==> src/rtl/serial_adder_ctrl.sv <==
// Bit-serial WIDTH-bit adder: one full_adder cell fed LSB-first through a registered
// carry loop, with start/busy/done handshaking around an IDLE/RUN/DONE sequencer.

module full_adder (
  input  logic a,
  input  logic b,
  input  logic cin,
  output logic sum,
  output logic cout
);
  assign sum  = a ^ b ^ cin;
  assign cout = (a & b) | (cin & (a ^ b));
endmodule

module serial_adder_ctrl #(
  parameter int WIDTH = 8
) (
  input  logic             clk,
  input  logic             rst_n,
  input  logic             start,
  input  logic [WIDTH-1:0] a,
  input  logic [WIDTH-1:0] b,
  input  logic             cin,
  output logic             busy,
  output logic             done,
  output logic [WIDTH-1:0] sum,
  output logic             cout
);
  localparam int CNT_W = $clog2(WIDTH);
  localparam logic [CNT_W-1:0] LAST_BIT = CNT_W'(WIDTH - 1);

  typedef enum logic [1:0] {
    S_IDLE,
    S_RUN,
    S_DONE
  } state_t;

  state_t             state_q, state_d;
  logic [WIDTH-1:0]   a_q, a_d;
  logic [WIDTH-1:0]   b_q, b_d;
  logic [WIDTH-1:0]   res_q, res_d;
  logic [WIDTH-1:0]   sum_q, sum_d;
  logic               carry_q, carry_d;
  logic               cout_q, cout_d;
  logic [CNT_W-1:0]   cnt_q, cnt_d;
  logic               fa_sum;
  logic               fa_cout;

  full_adder u_fa (
    .a    (a_q[0]),
    .b    (b_q[0]),
    .cin  (carry_q),
    .sum  (fa_sum),
    .cout (fa_cout)
  );

  always_comb begin
    // NOTE: every _d gets its hold value first so no path through this block infers a latch.
    state_d = state_q;
    a_d     = a_q;
    b_d     = b_q;
    res_d   = res_q;
    sum_d   = sum_q;
    carry_d = carry_q;
    cout_d  = cout_q;
    cnt_d   = cnt_q;

    unique case (state_q)
      S_IDLE, S_DONE: begin
        if (start) begin
          a_d     = a;
          b_d     = b;
          carry_d = cin;
          res_d   = '0;
          cnt_d   = '0;
          state_d = S_RUN;
        end else begin
          state_d = S_IDLE;
        end
      end
      S_RUN: begin
        a_d     = a_q >> 1;
        b_d     = b_q >> 1;
        res_d   = {fa_sum, res_q[WIDTH-1:1]};
        carry_d = fa_cout;
        cnt_d   = cnt_q + 1'b1;
        // The last bit goes straight into the visible result so sum/cout move only here.
        if (cnt_q == LAST_BIT) begin
          sum_d   = {fa_sum, res_q[WIDTH-1:1]};
          cout_d  = fa_cout;
          state_d = S_DONE;
        end
      end
      default: state_d = S_IDLE;
    endcase
  end

  // NOTE: state registers use non-blocking assignments so all flops update from pre-edge values.
  always_ff @(posedge clk) begin
    if (!rst_n) begin
      state_q <= S_IDLE;
      a_q     <= '0;
      b_q     <= '0;
      res_q   <= '0;
      sum_q   <= '0;
      carry_q <= 1'b0;
      cout_q  <= 1'b0;
      cnt_q   <= '0;
    end else begin
      state_q <= state_d;
      a_q     <= a_d;
      b_q     <= b_d;
      res_q   <= res_d;
      sum_q   <= sum_d;
      carry_q <= carry_d;
      cout_q  <= cout_d;
      cnt_q   <= cnt_d;
    end
  end

  assign busy = (state_q == S_RUN);
  assign done = (state_q == S_DONE);
  assign sum  = sum_q;
  assign cout = cout_q;

endmodule

==> config.mk <==
export PLATFORM = sky130hd
export DESIGN_NAME = serial_adder_ctrl
export DESIGN_NICKNAME = d
export VERILOG_FILES = /design/src/rtl/serial_adder_ctrl.sv
export SDC_FILE = /design/constraint.sdc
export NUM_CORES = 1
export LEC_CHECK = 0
export CAP_MARGIN = 20
export CORE_AREA = 2 2 67 69
export DETAILED_ROUTE_END_ITERATION = 16
export DIE_AREA = 0 0 69 71
export PLACE_DENSITY_LB_ADDON = 0.2
export REMOVE_ABC_BUFFERS = 1
export SLEW_MARGIN = 15
export SYNTH_ARGS = -nofsm -noshare
export SYNTH_HDL_FRONTEND = slang
export SYNTH_SLANG_ARGS = --single-unit
==> constraint.sdc <==
create_clock -name clk -period 2 [get_ports clk]
set_input_delay 0.6 -clock clk [delete_from_list [all_inputs] [get_ports clk]]
set_output_delay 0.6 -clock clk [all_outputs]
set_load 0.01 [all_outputs]
* Yosys cells after proc, flatten, opt, wreduce, memory -nomap -nowiden
Index checks and enable logic that the tools add are counted.
Storage, ports and cells: register bits after elaboration 39, bits of input ports 20, output and inout bits 11
Cells by class: $add $sub $neg 1, equality and inequality tests 5, muxes and demuxes 13, bitwise operators 5, reductions and logical operators 5
Operators by type and width (number):
- $pmux W8 S2 | 3
- $mux W8 | 3
- $pmux W3 S2 | 1
- $pmux W2 S2 | 1
- $reduce_and A2 Y1 | 2
- $add A3 B1 Y3 const B | 1
- $eq A3 B3 Y1 const B | 1
- $mux W3 | 1
- $and A1 B1 Y1 | 2
- $eq A2 B1 Y1 const B | 1
- $eq A2 B2 Y1 const B | 1
- $logic_not A2 Y1 | 1
- $mux W1 | 2
- $mux W2 | 1
- $ne A2 B1 Y1 const B | 1
- $ne A2 B2 Y1 const B | 1
- $pmux W1 S2 | 1
- $reduce_bool A2 Y1 | 1
- $reduce_or A2 Y1 | 1
- $xor A1 B1 Y1 | 2
- $or A1 B1 Y1 | 1

* Depth between registers and ports, before layout
depth in word-level cells 4, depth in mapped cells 6, mapped depth without buffers 5

* Modules after synthesis
Synthesis repeated with hierarchy kept, for this count alone.
Unflattened totals: cell total of the unflattened synthesis 190, area total of the unflattened synthesis 1719.1 µm²
Modules (own cells, without submodules):
- serial_adder_ctrl | instances 1, cells an instance 189, area each 1699.1 µm², sequential area each 760.7 µm²
- full_adder | instances 1, cells an instance 1, area each 20.0 µm², sequential area each 0.0 µm²

* Least setup slack after synthesis
OpenSTA, ideal clock, no wires.
path type reg2out, start point register state_q[1], end point output port busy, arrival time 0.762 ns, data required time 1.400 ns, path slack 0.638 ns, cell stages (with the launch flop) 5, path through dfxtp_1 > nand2b_1 > buf_4 > inv_2 > buf_4
On the way: word-level cells in the longest chain between the ends 1
Ends and longest elaborated chain:
- start, declared | RTL line 38 | state_t state_q, state_d;
- start signal, assigned | RTL line 110 | state_q <= state_d;
- $eq A2 B1 Y1 | RTL line 121 | assign busy = (state_q == S_RUN);
- end, declared | RTL line 24 | output logic busy,
No other way between the ends.

* Worst setup path in the final report
start point register state_q[1], end point output port done
On the way: word-level cells in the longest chain between the ends 1
Ends and longest elaborated chain:
- $eq A2 B2 Y1 | RTL line 122 | assign done = (state_q == S_DONE);
- end, declared | RTL line 25 | output logic done,
No other way between the ends.

==> results summary <==
The die covers 4900 um^2. The number of global-route vias before repair is around 1,300. The relative slew slack came out at 0.711. The worst-skew pair later-pin latency is 0.28 ns.

The count of max-cap constraint violations came out at 0. The placement row count came out at 24. The required time of the critical path came out at 1.40 ns.

The layout net count came out at 240. The share of flip-flops with an asynchronous set or reset after synthesis is 0. The highest achievable clock rate came out at about 530 MHz.

TritonCTS built the clock tree. The part of the power in combinational logic is 0.129. Sorting the synthesized cells by area gives the leading types as sky130_fd_sc_hd__dfxtp_1 (47%), sky130_fd_sc_hd__nand2_1 (11%), sky130_fd_sc_hd__a21boi_1 (9.2%). After the first detailed-routing iteration, the DRC count stood at 100.

The number of clock sinks is 38. The longest clock path from root to sink contains 2 buffers. The count of flip-flops with a built-in enable after synthesis is 0. The total of buffers placed on input and output ports came out at 30. The share of the cycle needed by the critical path after routing came out at 0.944. The total number of yosys warnings came out at 0. The average via count per standard cell came out at 5.09. The run finished with clean final reports. At the end of routability-driven placement, the weighted congestion stood at 0.723. The switching part of the total came out at 0.244. The post-detailed-route DRC marker count came out at 0. The power spent charging and discharging nets is 0.363 mW. The count of boundary I/O pins came out at 31. The number of antenna violations at the first check in global routing is 0. The share of total power dissipated in the clock network is 0.323. The count of placed standard cells including taps came out at 262. For this design, the CTS-stage hold fixing added 0 buffers. The number of non-filler instances in the completed layout is 269. Setup repair after global routing left no endpoint under its margin. The commonest cells after synthesis are sky130_fd_sc_hd__nand2_1 (50), sky130_fd_sc_hd__dfxtp_1 (38), sky130_fd_sc_hd__a21boi_1 (20).

The synthesized area per cell came out at 8.61 um^2. The setup fix buffers added after clock tree synthesis is 0. The number of levels the H-tree was split into is 2. The setup path with the least slack is of type flop to primary output.

The clock-pin transition on the worst setup and hold timing paths came out at 0.07 ns. The area growth from synthesis to final layout is 23.5%. The leakage power is 0.733 nW.

The first-pass iteration count of the detailed router came out at 4. For this run, the register share of the synthesized area comes to 0.465. The antenna cell count is 0. The final number of max-transition violations was 0. The initial core utilization is 0.389.

The setup violation total in the final timing report came out at 0. For this run, the leading register cell type out of synthesis is sky130_fd_sc_hd__dfxtp_1. The pin count of the biggest net entering global routing is 45. The final setup skew is slightly above 0.003 ns.

The routed wire length came out at 3050 um. The final period demand of the worst path came out at 1.89 ns. The synthesized design spends more area on one cell type than any other, namely sky130_fd_sc_hd__dfxtp_1. The first-pass GRT wire length came out at approximately 5600 um. The register bit count reported by yosys is 38. Measured along the y axis, the die boundary spans 71 um. The transition time at the pin with the least slew margin is 0.434 ns. The share of synthesized area in the top cell type comes to 0.465. The internal power came out at 1.13 mW. The horizontal extent of the die is 69 um. The number of hold violations in the final report is 0.

The via count is roughly 1,400. The share of total power dissipated in sequential elements is 0.548. The number of library cell types mapped by synthesis is 23. The most common cell in the synthesized netlist is sky130_fd_sc_hd__nand2_1. The peak supply drop came out at 0.000346 V. The area of the placeable core came out at 4200 um^2.

The final HPWL from detailed placement came out at around 2000 um. The total standard cell area after synthesis came out at 1640 um^2. Buffers inserted during clock tree synthesis total 5.

The routed length per placed instance came out at 11.3 um. The power per unit of standard cell area is 738 nW/um^2. STA classifies the critical path startpoint as a flop.

The fraction of layout instances using a drive strength above 1 is 0.0876. The top fanout value on the critical path is 3. The worst setup path is captured at a primary output. In this run the worst hold path is classified as flop to flop.

The endpoint arrival time on the critical path came out at 1.29 ns. The global-route total usage across every layer came out at 0.142. The gate count after technology mapping came out at 190. The cell sitting at the root of the clock tree is a sky130_fd_sc_hd__clkbuf_8.

After global routing the overflow that remains totals 0. The post-layout utilization of the core is 0.480. After filler insertion, the fill cell instance count of the layout stands at 431.

The remaining number of nets flagged by the antenna check after routing is 0.
[flip-flops by register name, summed over array words and instances (netlist names)]
register	flops
cnt_q	3
res_q	7
b_q	8
cout	1
state_q	2
a_q	8
sum	8
carry_q	1
[path summary, 6_finish.rpt]
check / start / end / slack, ns / depth (start not counted)
max reg2reg: cnt_q[0] / sum[7] / 0.66 / 5
max: state_q[1] / done / 0.11 / 2
min: sum[5] / sum[5] / 0.45 / 2
min reg2reg: sum[5] / sum[5] / 0.45 / 2
[placed cells by master, fill, tap and decap left out, types with 2 or more instances in the layout]
master                            netlist  final
sky130_fd_sc_hd__clkdlybuf4s50_1        0     29
sky130_fd_sc_hd__nand3_1               15     15
sky130_fd_sc_hd__dfxtp_1               38     37
sky130_fd_sc_hd__nand3_2                5      5
sky130_fd_sc_hd__nor2b_1                2      2
sky130_fd_sc_hd__clkbuf_8               0      5
sky130_fd_sc_hd__a31oi_1               15     15
sky130_fd_sc_hd__a21boi_1              20     20
sky130_fd_sc_hd__nand2_1               50     50
sky130_fd_sc_hd__nand2b_1               2      2
sky130_fd_sc_hd__buf_4                  5      6
sky130_fd_sc_hd__clkbuf_1               3      2
sky130_fd_sc_hd__ha_1                   2      2
sky130_fd_sc_hd__o21ai_1               16     16
sky130_fd_sc_hd__and3_1                 2      2
[power groups by stage]
stage | logic, mW | clock network (mW) | registers (mW)
finish | 0.192 | 0.481 | 0.817
global placement | 0.191 | 0 | 0.833
detailed placement | 0.195 | 0 | 0.834
global route | 0.219 | 0.540 | 0.822
CTS | 0.196 | 0.505 | 0.817
floorplan | 0.106 | 0 | 0.829
[per-layer routing]
layer,vias to the layer above,part of all wire,track usage
met5,-,0,0
li1,698,-,-
met2,38,0.47,0.226
met3,5,0.063,0.0385
met4,0,0.015,0.0871
met1,627,0.45,0.171
[critical path: stages (launching register included)]
cell and delay [ns]:
sky130_fd_sc_hd__dfxtp_1 0.33, sky130_fd_sc_hd__nor2b_1 0.12, sky130_fd_sc_hd__clkdlybuf4s50_1 0.55
[area by class of cell]
cell class                 instances  area (um^2)  area share
clock buffer                       7         76.3      0.0378
sequential                        38          762       0.377
multi-input combinational        134          744       0.369
timing repair buffer              37          368       0.182
tap                               52         65.1      0.0322
inverter                           1         3.75     0.00186
[metrics by stage]
step	cell area [um^2]	setup slack, ns	setup TNS, ns	hold WS, ns	power [mW]
6_report	2020	0.111	0	0.451	1.49
5_1_grt	2020	0.0292	0	0.481	1.58
3_3_place_gp	1940	0.265	0	0.441	1.02
4_1_cts	2020	0.0242	0	0.456	1.52
2_1_floorplan	1510	-0.173	-0.173	0.443	0.935
3_5_place_dp	1940	0.254	0	0.447	1.03
[cell families (layout without fill, tap and decap cells)]
family,after synthesis,after routing,share of synthesized area
compound gates,52,52,0.203
fa+ha+maj,3,3,0.0275
simple gates,79,79,0.225
buf+inv,18,45,0.0796
flops,38,38,0.465
[repair_timing]
| action | in CTS | in global routing |
|---|---|---|
| pin swaps | 0 | 0 |
| hold endpoints to repair | 0 | 0 |
| setup endpoints to repair | 1 | 1 |
| resized for setup | 1 | 1 |
(Power assumes the default switching activity.)
